[src/rtl/score_pkg.sv]
// Shared types and 7-segment constants for the score keeper.
package score_pkg;

  typedef enum logic [1:0] {
    StPlay,
    StHold,
    StRestart,
    StDone
  } state_e;

  // Active-low segments, bit order {g,f,e,d,c,b,a}
  localparam logic [6:0] SEG_0     = 7'b1000000;
  localparam logic [6:0] SEG_1     = 7'b1111001;
  localparam logic [6:0] SEG_2     = 7'b0100100;
  localparam logic [6:0] SEG_3     = 7'b0110000;
  localparam logic [6:0] SEG_4     = 7'b0011001;
  localparam logic [6:0] SEG_5     = 7'b0010010;
  localparam logic [6:0] SEG_6     = 7'b0000010;
  localparam logic [6:0] SEG_7     = 7'b1111000;
  localparam logic [6:0] SEG_8     = 7'b0000000;
  localparam logic [6:0] SEG_9     = 7'b0010000;
  localparam logic [6:0] SEG_BLANK = 7'b1111111;

  function automatic logic [6:0] seg_decode(input logic [3:0] value);
    logic [6:0] seg;
    case (value)
      4'd0:    seg = SEG_0;
      4'd1:    seg = SEG_1;
      4'd2:    seg = SEG_2;
      4'd3:    seg = SEG_3;
      4'd4:    seg = SEG_4;
      4'd5:    seg = SEG_5;
      4'd6:    seg = SEG_6;
      4'd7:    seg = SEG_7;
      4'd8:    seg = SEG_8;
      4'd9:    seg = SEG_9;
      default: seg = SEG_BLANK;
    endcase
    return seg;
  endfunction

endpackage

[src/rtl/score_keeper_if.sv]
// Round-result inputs and match status outputs of the score keeper.
interface score_keeper_if;
  logic       win_left;
  logic       win_right;
  logic       freeze;
  logic       round_restart;
  logic       match_over;
  logic [6:0] hex_left;
  logic [6:0] hex_right;

  // Upstream playfield / display side
  modport master (
    output win_left, win_right,
    input  freeze, round_restart, match_over, hex_left, hex_right
  );

  // Score keeper side
  modport slave (
    input  win_left, win_right,
    output freeze, round_restart, match_over, hex_left, hex_right
  );
endinterface

[src/rtl/score_hex.sv]
// 4-bit value to active-low 7-segment decoder; blank above 9.
module score_hex
  import score_pkg::*;
(
  input  logic [3:0] value_i,
  output logic [6:0] seg_o
);

  // Pure lookup, no state
  always_comb begin
    seg_o = seg_decode(value_i);
  end

endmodule

[src/rtl/score_keeper.sv]
// Match-level score keeper: counts round wins, freezes play between rounds,
// pulses a playfield restart and flags the end of the match.
module score_keeper
  import score_pkg::*;
#(
  parameter int unsigned MaxScore   = 7,
  parameter int unsigned HoldCycles = 50_000_000
) (
  input  logic          clk_i,
  input  logic          rst_ni,
  score_keeper_if.slave bus_io
);

  localparam int unsigned ScoreW = $clog2(MaxScore + 1);
  localparam int unsigned CntW   = (HoldCycles > 1) ? $clog2(HoldCycles) : 1;

  localparam logic [ScoreW-1:0] ScoreMax = ScoreW'(MaxScore);
  localparam logic [CntW-1:0]   CntLast  = CntW'(HoldCycles - 1);

  state_e            state_q;
  logic [ScoreW-1:0] score_left_q;
  logic [ScoreW-1:0] score_right_q;
  logic [CntW-1:0]   cnt_q;
  logic              freeze_q;
  logic              restart_q;
  logic              over_q;

  // Round FSM with score, hold counter and registered Moore outputs
  always_ff @(posedge clk_i or negedge rst_ni) begin
    if (!rst_ni) begin
      state_q       <= StPlay;
      score_left_q  <= '0;
      score_right_q <= '0;
      cnt_q         <= '0;
      freeze_q      <= 1'b0;
      restart_q     <= 1'b0;
      over_q        <= 1'b0;
    end else begin
      unique case (state_q)
        StPlay: begin
          // A tie (both pulses together) scores nothing but still ends the round
          if (bus_io.win_left && !bus_io.win_right && score_left_q != ScoreMax) begin
            score_left_q <= score_left_q + 1'b1;
          end
          if (bus_io.win_right && !bus_io.win_left && score_right_q != ScoreMax) begin
            score_right_q <= score_right_q + 1'b1;
          end
          if (bus_io.win_left || bus_io.win_right) begin
            state_q  <= StHold;
            cnt_q    <= '0;
            freeze_q <= 1'b1;
          end
        end
        StHold: begin
          if (cnt_q == CntLast) begin
            if (score_left_q == ScoreMax || score_right_q == ScoreMax) begin
              state_q <= StDone;
              over_q  <= 1'b1;
            end else begin
              state_q   <= StRestart;
              restart_q <= 1'b1;
            end
          end else begin
            cnt_q <= cnt_q + 1'b1;
          end
        end
        StRestart: begin
          state_q   <= StPlay;
          restart_q <= 1'b0;
          freeze_q  <= 1'b0;
        end
        StDone: begin
          state_q <= StDone;
        end
      endcase
    end
  end

  assign bus_io.freeze        = freeze_q;
  assign bus_io.round_restart = restart_q;
  assign bus_io.match_over    = over_q;

  score_hex u_hex_left (
    .value_i (4'(score_left_q)),
    .seg_o   (bus_io.hex_left)
  );

  score_hex u_hex_right (
    .value_i (4'(score_right_q)),
    .seg_o   (bus_io.hex_right)
  );

endmodule
[src/flat_wrapper.sv]
// flat-port wrapper written by rule: the top's interface ports become plain ports
module score_keeper_flat import score_pkg::*;
#(
  parameter int unsigned MaxScore   = 7,
  parameter int unsigned HoldCycles = 50_000_000
)
  (clk_i, rst_ni, bus_io_win_left, bus_io_win_right, bus_io_freeze, bus_io_round_restart, bus_io_match_over, bus_io_hex_left, bus_io_hex_right);
  score_keeper_if bus_io_i ();
  input  logic clk_i;
  input  logic rst_ni;
  input wire logic [$bits(bus_io_i.win_left)-1:0] bus_io_win_left;
  input wire logic [$bits(bus_io_i.win_right)-1:0] bus_io_win_right;
  output wire logic [$bits(bus_io_i.freeze)-1:0] bus_io_freeze;
  output wire logic [$bits(bus_io_i.round_restart)-1:0] bus_io_round_restart;
  output wire logic [$bits(bus_io_i.match_over)-1:0] bus_io_match_over;
  output wire logic [$bits(bus_io_i.hex_left)-1:0] bus_io_hex_left;
  output wire logic [$bits(bus_io_i.hex_right)-1:0] bus_io_hex_right;
  assign bus_io_i.win_left = bus_io_win_left;
  assign bus_io_i.win_right = bus_io_win_right;
  assign bus_io_freeze = bus_io_i.freeze;
  assign bus_io_round_restart = bus_io_i.round_restart;
  assign bus_io_match_over = bus_io_i.match_over;
  assign bus_io_hex_left = bus_io_i.hex_left;
  assign bus_io_hex_right = bus_io_i.hex_right;
  score_keeper #(.MaxScore(MaxScore), .HoldCycles(HoldCycles)) u_core (.clk_i(clk_i), .rst_ni(rst_ni), .bus_io(bus_io_i));
endmodule
[config.mk]
export PLATFORM = sky130hd
export DESIGN_NAME = score_keeper_flat
export DESIGN_NICKNAME = d
export VERILOG_FILES = /design/src/rtl/score_pkg.sv /design/src/rtl/score_keeper_if.sv /design/src/rtl/score_hex.sv /design/src/rtl/score_keeper.sv /design/src/flat_wrapper.sv
export SDC_FILE = /design/constraint.sdc
export NUM_CORES = 1
export LEC_CHECK = 0
export BUFFER_PORTS_ARGS = -buffer_cell sky130_fd_sc_hd__buf_4
export CAP_MARGIN = 20
export CORE_UTILIZATION = 35
export DETAILED_ROUTE_END_ITERATION = 16
export GPL_TIMING_DRIVEN = 0
export PLACE_DENSITY = 0.53
export SLEW_MARGIN = 20
export SYNTH_ARGS = -nofsm -noshare
export SYNTH_HDL_FRONTEND = slang
export SYNTH_HIERARCHICAL = 1
export SYNTH_SLANG_ARGS = --single-unit
[constraint.sdc]
create_clock -name clk_i -period 3.71 [get_ports clk_i]
set_input_delay 0 -clock clk_i [delete_from_list [all_inputs] [get_ports clk_i]]
set_output_delay 0 -clock clk_i [all_outputs]
set_load 0.005 [all_outputs]
==> qor.log, run 1 <==
[status] result of the run completed
[logic_synthesis] top cell type's share of synthesized area 36.4%
[routing] detailed router's first-iteration violation count 130
[layout] ANT cells 0
[critical_path] worst-case reg-to-reg path depth 6
[layout] footprint of the flip-flops and latches 926 um2
[grt] maximum number of pins on one net before global-route repair 38
[clock_tree] cts repair resizes 0
[die] Boundary Pins 21
[critical_path] FF-to-FF End u_core/cnt_q[21]$_DFFE_PN0P_
[worst_hold_path] number of cells traversed by the worst hold path 3
[timing] number of hold-slack violations in the final timing report 0
[timing] headroom to the max-slew limit 39.5%
[power_and_ir_drop] power density normalized to cell area 342 mW/mm2
[critical_path] element type at the critical path start flip-flop
[clock_tree] Clock Path Buffers 2
[clock_tree] number of post-CTS setup repair buffers 0
[routing] number of vias per cell 5.38
[logic_synthesis] largest cells by area after synthesis sky130_fd_sc_hd__dfrtp_1, sky130_fd_sc_hd__ha_1, sky130_fd_sc_hd__o31ai_1, sky130_fd_sc_hd__o21ai_0, sky130_fd_sc_hd__nor2_1
[logic_synthesis] flops & latches, synth 37
[routing] count of vias placed by the detailed router 2197
[die] Chip Width 87.3 um
[routing] final antenna-violating net count 0
[logic_synthesis] number of synthesized flops with an enable pin 0
[critical_path] Max Fanout on Critical Path 9
[critical_path] data arrival time of the critical path 2.58 ns
[layout] utilization of the core after routing 42.2%
[routing] Residual DRC 0
[die] row count 30
[grt] initial antenna violation count 0
[clock_tree] Num CTS Buffers 5
[clock_tree] Clk Tree Root Cell sky130_fd_sc_hd__clkbuf_8
[timing] Fin Clk Skew 0.00521 ns
[run] number of maximum-capacitance constraint violations 0
[timing] total negative setup slack 0 ns
[placed_design] Buffers on Ports 20
[worst_hold_path] worst hold path endpoint u_core/score_left_q[0]$_DFFE_PN0P_
[grt] via count of the first global-routing pass 1979
[logic_synthesis] library cell with the largest summed area after synthesis sky130_fd_sc_hd__dfrtp_1
[logic_synthesis] Most used DFF post-synth sky130_fd_sc_hd__dfrtp_1
[critical_path] reg-to-reg startpoint u_core/cnt_q[0]$_DFFE_PN0P_
[logic_synthesis] post-synthesis adder-cell area fraction 7.37%
[logic_synthesis] Post-Synth Simple-Gate Area 28.0%
[placed_design] final estimated routing congestion in global placement 0.751
[die] Floorplan Core Area 0.00691 mm2
[logic_synthesis] share of the yosys chip area belonging to registers 36.4%
[clock_tree] number of levels the H-tree was split into 2
[layout] Filler Cell Count 725
[critical_path] required time at the endpoint of the critical path 3.89 ns
[timing] timing-limited maximum frequency 416 MHz
[worst_hold_path] type of the worst min-delay path input pin to flip-flop
[critical_path] worst setup slack for register-to-register paths 1.30 ns
[layout] most common cell after layout, fill and taps aside sky130_fd_sc_hd__dfrtp_1
[clock_tree] clock-pin slew on the worst setup and hold paths 0.08 ns
[logic_synthesis] share of flip-flops with an asynchronous set or reset 100%
[layout] area growth from synthesis to final layout 14.3%
[logic_synthesis] number of unique standard cell types used by synthesis 49
[logic_synthesis] Synth Instances 282
[timing] number of failing setup endpoints in the final timing report 0
[logic_synthesis] Mean Syn Cell Area 9.03 um2
[logic_synthesis] main combinational cell family by area after synthesis simple AND/OR/NAND/NOR gates
[grt] Congestion Overflow GR 0
[logic_synthesis] post-synthesis compound-gate area fraction 21.1%
[routing] WL final 5990 um
[clock_tree] number of hold-repair buffers added at the cts stage 1
[clock_tree] CTS sink cnt 37
[timing] setup repair after global routing missed its margin false
[logic_synthesis] yosys warns 6
[critical_path] type of the worst setup path flip-flop to flip-flop
[layout] most frequent cells in the layout sky130_fd_sc_hd__dfrtp_1, sky130_fd_sc_hd__nor2_1, sky130_fd_sc_hd__nand2_1
[die] effective utilization at floorplan 36.9%
[timing] final count of pins violating max slew 0
[layout] net count reported at finish 332
[power_and_ir_drop] worst-case vdd ir drop 0.324 mV
[logic_synthesis] Syn Std Cell Area 0.00255 mm2
[timing] final cycle utilization of the critical path 64.9%
[routing] detail-routed net length per standard cell 14.7 um
[logic_synthesis] multiplexer share of the synthesized area 1.77%
[timing] Final Critical Period 2.41 ns
[critical_path] CP endpoint kind flip-flop
[clock_tree] later-pin clock latency in the skew report 0.29 ns
[power_and_ir_drop] Leakage Power 1.36 nW
[clock_tree] clock tree from TritonCTS yes
[worst_hold_path] launch point of the worst hold path bus_io_win_right
[layout] area of the multi-input gates 0.00152 mm2
[die] DIE HEIGHT 87.3 um
[routing] number of optimization iterations in the first detailed-route pass 4
[logic_synthesis] post-synthesis share of cell area spent on xor and xnor gates 0.688%
[die] Die Outline Area 0.00762 mm2
[timing] transition time at the pin with the least slew margin 0.906 ns
[grt] Total Routing Usage GR 16.7%
[layout] share of final-layout standard cells stronger than drive strength 1 18.3%
[grt] global-route wire length before repair 9830 um
[placed_design] detailed placer's ending HPWL 4200 um
## layout make-up
cell class	instances	area share [%]
flip-flops and latches	37	31.8
repair buffers	21	5.50
multi-input cells	224	52.0
plain buffers	14	2.71
clock buffers	5	2.36
clock inverters	1	0.172
well taps	96	4.13
inverters	10	1.29
## kinds of logic (layout without fill, tap and decap cells)
group / after synthesis / in the layout
muxes: 4 / 4
buffers and inverters: 24 / 51
and+or+nand+nor: 117 / 117
other: 1 / 4
AOI/OAI and AO/OA: 82 / 82
xor gates and xnor gates: 2 / 2
DFF: 37 / 37
adders and majority gates: 15 / 15
## worst max path at each step
| stage | endpoint | cells after the start | from | slack [ns] |
|---|---|---|---|---|
| global placement | u_core/cnt_q[21]$_DFFE_PN0P_ | 6 | u_core/cnt_q[0]$_DFFE_PN0P_ | 1.30 |
| floorplan | u_core/cnt_q[23]$_DFFE_PN0P_ | 7 | u_core/cnt_q[0]$_DFFE_PN0P_ | 1.82 |
| CTS | u_core/cnt_q[21]$_DFFE_PN0P_ | 6 | u_core/cnt_q[0]$_DFFE_PN0P_ | 1.28 |
| finish | u_core/cnt_q[21]$_DFFE_PN0P_ | 6 | u_core/cnt_q[0]$_DFFE_PN0P_ | 1.30 |
| global route | u_core/cnt_q[23]$_DFFE_PN0P_ | 6 | u_core/cnt_q[0]$_DFFE_PN0P_ | 1.19 |
| detailed placement | u_core/cnt_q[21]$_DFFE_PN0P_ | 6 | u_core/cnt_q[0]$_DFFE_PN0P_ | 1.26 |
## critical path, stage by stage (launching register included)
cell and delay (ns):
sky130_fd_sc_hd__dfrtp_1 0.42, sky130_fd_sc_hd__ha_1 0.25, sky130_fd_sc_hd__nand4_2 0.22, sky130_fd_sc_hd__nand4bb_4 0.31, sky130_fd_sc_hd__o21bai_1 0.74, sky130_fd_sc_hd__nor3_1 0.10
sky130_fd_sc_hd__a211o_1 0.25
## layer usage
layer | vias to the layer above | global-route usage (%) | wire (um) | part of all wire [%]
met3 | 5 | 3.32 | 190 | 3.2
li1 | 1097 | - | - | -
met5 | - | 0 | 0 | 0
met1 | 1057 | 23.5 | 3030 | 51
met2 | 38 | 26.4 | 2730 | 46
met4 | 0 | 4.02 | 40 | 0.67
## cells in the mapped netlist (5+ instances only)
cell and number:
sky130_fd_sc_hd__nand3_1 13, sky130_fd_sc_hd__nor3_1 5, sky130_fd_sc_hd__inv_1 10, sky130_fd_sc_hd__nor2_1 25
sky130_fd_sc_hd__nand2b_1 12, sky130_fd_sc_hd__ha_1 15, sky130_fd_sc_hd__a21oi_1 13, sky130_fd_sc_hd__nand4_1 6
sky130_fd_sc_hd__o21ai_0 19, sky130_fd_sc_hd__nand2_1 21, sky130_fd_sc_hd__buf_2 8, sky130_fd_sc_hd__and3_1 5
sky130_fd_sc_hd__a31oi_1 14, sky130_fd_sc_hd__o31ai_1 19, sky130_fd_sc_hd__dfrtp_1 37
## through the flow
step	instance area [um2]	hold WS, ns	std cells	total power, mW	setup WS (ns)
after floorplan	2560	-0.296	285	0.649	1.82
after global placement	2830	0.00978	401	0.734	1.30
after detailed placement	2830	0.00776	401	0.735	1.26
after CTS	2910	0.0580	408	1.00	1.28
after global routing	2910	0.0666	408	1.06	1.19
final	2910	0.0617	408	0.995	1.30
## state kept, by name, summed over array words and instances, names as in the netlist
signal                       flops
u_core/cnt_q                    26
u_core/state_q                   2
u_core/bus_io.freeze             1
u_core/bus_io.round_restart      1
u_core/score_left_q              3
u_core/bus_io.match_over         1
u_core/score_right_q             3
## power breakdown
group / switching, mW / total (mW) / internal [mW]
clock: 0.141 / 0.265 / 0.124
combinational: 0.125 / 0.223 / 0.0984
sequential: 0.0621 / 0.507 / 0.445
(Power assumes the default switching activity.)
==> run 2, diff against run 1 <==
Settings changed: ABC_AREA set to 1.
Clock period 3.71 ns to 2.37 ns, I/O delays scaled along.
==> run 2 against run 1 <==
Compared with the run above:
- combinational power rose to 7.5 times the previous value
- core utilization shrank 0.31 points
- register-to-register slack got worse by 0.78 ns
- highest routed layer unchanged
- critical path depth increased by 3
- clock power up 110%
- clock skew hardly changed
- largest power group is now combinational logic
- hold slack worse by 0.056 ns
- sequential power is 130% higher
- synthesized cell count increased by 46%
==> qor.log, run 2 <==
[power_and_ir_drop] total net switching power 1.47 mW
[logic_synthesis] count leader, synth sky130_fd_sc_hd__nand2_1
[logic_synthesis] share of flip-flops with an asynchronous set or reset 100%
[logic_synthesis] post-synthesis compound-gate area fraction 3.48%
[critical_path] element type at the critical path start flip-flop
[critical_path] type of the worst setup path flip-flop to flip-flop
[clock_tree] Num CTS Buffers 5
[die] Floorplan Core Area 0.00781 mm2
[timing] Fin Clk Skew 0.00542 ns
[timing] final cycle utilization of the critical path 77.8%
[power_and_ir_drop] switching share of total power 43.3%
[clock_tree] Clock Path Buffers 2
[die] effective utilization at floorplan 36.4%
[layout] Filler Cell Count 829
[logic_synthesis] Synth Instances 412
[status] result of the run completed
[run] number of maximum-capacitance constraint violations 0
[grt] Total Routing Usage GR 16.5%
[critical_path] CP endpoint kind flip-flop
[timing] Final Critical Period 1.84 ns
[layout] non-filler cells in the finished layout 548
[grt] global-route wire length before repair 11300 um
[logic_synthesis] flops & latches, synth 37
[logic_synthesis] Mean Syn Cell Area 6.90 um2
[layout] top flop regs u_core/cnt_q: 26 flops, u_core/score_left_q: 3 flops, u_core/score_right_q: 3 flops
[die] Chip Width 92.1 um
[power_and_ir_drop] Logic pwr share 49.1%
[timing] final count of pins violating max slew 0
[layout] share of final-layout standard cells stronger than drive strength 1 14.8%
[clock_tree] later-pin clock latency in the skew report 0.28 ns
[die] row count 32
[grt] initial antenna violation count 0
[timing] timing-limited maximum frequency 542 MHz
[critical_path] worst-case reg-to-reg path depth 9
[timing] number of hold-slack violations in the final timing report 0
[grt] maximum number of pins on one net before global-route repair 38
[power_and_ir_drop] relative contribution of sequential cells to total power 34.1%
[logic_synthesis] Syn Std Cell Area 0.00284 mm2
[power_and_ir_drop] worst-case vdd ir drop 0.532 mV
[layout] number of flip-flops under the largest register name 26
[logic_synthesis] share of the yosys chip area belonging to registers 32.6%
[clock_tree] CTS sink cnt 37
[logic_synthesis] library cell with the largest summed area after synthesis sky130_fd_sc_hd__dfrtp_1
[grt] met1 track utilization from global routing 23.1%
[layout] area growth from synthesis to final layout 14.9%
[timing] number of failing setup endpoints in the final timing report 0
[routing] number of optimization iterations in the first detailed-route pass 4
[worst_hold_path] type of the worst min-delay path input pin to flip-flop
[logic_synthesis] yosys warns 6
[layout] net count reported at finish 464
[timing] total negative setup slack 0 ns
[critical_path] Max Fanout on Critical Path 10
[routing] Residual DRC 0
[logic_synthesis] main combinational cell family by area after synthesis simple AND/OR/NAND/NOR gates
[grt] Congestion Overflow GR 0
[layout] most common cell after layout, fill and taps aside sky130_fd_sc_hd__nand2_1
[layout] utilization of the core after routing 41.8%
[clock_tree] number of post-CTS setup repair buffers 0
[logic_synthesis] number of synthesized flops with an enable pin 0
[clock_tree] number of levels the H-tree was split into 2
[placed_design] final estimated routing congestion in global placement 0.847
[routing] final antenna-violating net count 0
[power_and_ir_drop] Clock Power Share 16.8%
[logic_synthesis] post-synthesis share of cell area spent on xor and xnor gates 2.46%
[logic_synthesis] multiplexer share of the synthesized area 0.792%
[grt] met3 routing resource usage after global routing 2.49%
[grt] via count of the first global-routing pass 2388
[critical_path] data arrival time of the critical path 2.02 ns
[logic_synthesis] post-synthesis adder-cell area fraction 6.60%
[routing] WL final 6420 um
[power_and_ir_drop] Leakage Power 1.66 nW
[die] DIE HEIGHT 92.1 um
[layout] Reg with most FFs u_core/cnt_q
[layout] most frequent cells in the layout sky130_fd_sc_hd__nand2_1, sky130_fd_sc_hd__nand3_1, sky130_fd_sc_hd__nor2_1
[routing] detailed router's first-iteration violation count 108
[clock_tree] Clk Tree Root Cell sky130_fd_sc_hd__clkbuf_8
[layout] ANT cells 0
[timing] setup repair after global routing missed its margin false
[die] Die Outline Area 0.00849 mm2
[layout] area of the multi-input gates 0.00173 mm2
[routing] number of vias per cell 4.67
[grt] met2 capacity usage during global routing 26.6%
[logic_synthesis] largest cells by area after synthesis sky130_fd_sc_hd__dfrtp_1, sky130_fd_sc_hd__nand2_1, sky130_fd_sc_hd__nand3_1, sky130_fd_sc_hd__ha_1, sky130_fd_sc_hd__nor2_1
[routing] detail-routed net length per standard cell 11.7 um
[critical_path] required time at the endpoint of the critical path 2.55 ns
[die] Boundary Pins 21
[worst_hold_path] number of cells traversed by the worst hold path 3
[clock_tree] clock tree from TritonCTS yes
[placed_design] Cells after DPL 539
[grt] busiest layer in global routing met2
[layout] footprint of the flip-flops and latches 926 um2
[routing] count of vias placed by the detailed router 2560
[logic_synthesis] most used standard cells in the synthesized netlist sky130_fd_sc_hd__nand2_1, sky130_fd_sc_hd__nand3_1, sky130_fd_sc_hd__nor2_1
[power_and_ir_drop] power density normalized to cell area 1040 mW/mm2
[logic_synthesis] Most used DFF post-synth sky130_fd_sc_hd__dfrtp_1
[clock_tree] clock-pin slew on the worst setup and hold paths 0.07 ns
[logic_synthesis] top cell type's share of synthesized area 32.6%
[placed_design] detailed placer's ending HPWL 4960 um
[logic_synthesis] number of unique standard cell types used by synthesis 36
[power_and_ir_drop] Internal Dissipation 1.92 mW
[placed_design] Buffers on Ports 20
[logic_synthesis] Post-Synth Simple-Gate Area 46.7%
==> run 2: kinds of logic (layout without fill, tap and decap cells) <==
group           Yosys count  in the layout
buf+inv                  44             73
simple gates            291            291
other cells               1              6
flops                    37             37
mux                       2              2
compound gates           14             14
fa+ha+maj                15             15
xor+xnor                  8              8
==> run 2: metrics by stage <==
| stage | cell area (um2) | worst slack [ns] | power, mW | hold WS (ns) |
|---|---|---|---|---|
| 6_report | 3270 | 0.526 | 3.39 | 0.00598 |
| 5_1_grt | 3270 | 0.324 | 3.76 | 0.0284 |
| 4_1_cts | 3270 | 0.511 | 3.44 | 0.00498 |
| 3_5_place_dp | 3140 | 0.529 | 2.85 | 0.00592 |
| 3_3_place_gp | 3140 | 0.544 | 2.83 | 0.00149 |
| 2_1_floorplan | 2860 | 0.868 | 2.26 | -0.296 |
==> run 2: final timing paths <==
kind | from | to | slack [ns]
max in group asynchronous | rst_ni | u_core/bus_io.match_over$_DFFE_PN0P_ | 1.81
worst max register to register | u_core/cnt_q[0]$_DFFE_PN0P_ | u_core/cnt_q[1]$_DFFE_PN0P_ | 0.53
min in group asynchronous | rst_ni | u_core/cnt_q[24]$_DFFE_PN0P_ | 0.22
worst min register to register | u_core/bus_io.round_restart$_DFFE_PN0P_ | u_core/bus_io.round_restart$_DFFE_PN0P_ | 0.48
worst min-delay path | bus_io_win_left | u_core/state_q[0]$_DFFE_PN0P_ | 0.006
worst max-delay path | u_core/cnt_q[0]$_DFFE_PN0P_ | u_core/cnt_q[1]$_DFFE_PN0P_ | 0.53
==> run 2: repair_timing <==
item,CTS,global route
endpoints found under the hold margin,37,0
hold buffers,1,0
resized for setup,0,0
==> run 2: critical path, stage by stage, from the launching register on <==
cell	delay, ns
sky130_fd_sc_hd__dfrtp_1	0.46
sky130_fd_sc_hd__ha_1	0.34
sky130_fd_sc_hd__nand3_2	0.18
sky130_fd_sc_hd__nor2_4	0.22
sky130_fd_sc_hd__nand3_2	0.09
sky130_fd_sc_hd__nor2_2	0.10
sky130_fd_sc_hd__nor2_2	0.07
sky130_fd_sc_hd__buf_6	0.16
sky130_fd_sc_hd__nand2_1	0.06
sky130_fd_sc_hd__nand2_1	0.05
==> run 2: final cells by class <==
type | count | area share [%]
Clock buffer | 7 | 2.64
Sequential cell | 37 | 28.3
Inverter | 35 | 4.02
Multi-Input combinational cell | 336 | 53.0
Buffer | 9 | 2.30
Tap cell | 102 | 3.91
Timing Repair Buffer | 21 | 4.90
Clock inverter | 1 | 0.919
==> run 2: power by group through the flow <==
stage	Sequential, mW	Clock [mW]	Combinational, mW
3_3_place_gp	1.17	0	1.66
5_1_grt	1.21	0.619	1.93
4_1_cts	1.16	0.592	1.69
2_1_floorplan	1.09	0	1.18
3_5_place_dp	1.17	0	1.68
6_report	1.16	0.568	1.67
==> run 2: routing by layer <==
metal / vias up / wire [um]
met5: - / 0
met4: 0 / 79
met3: 7 / 160
met2: 28 / 2950
met1: 1154 / 3230
li1: 1371 / -
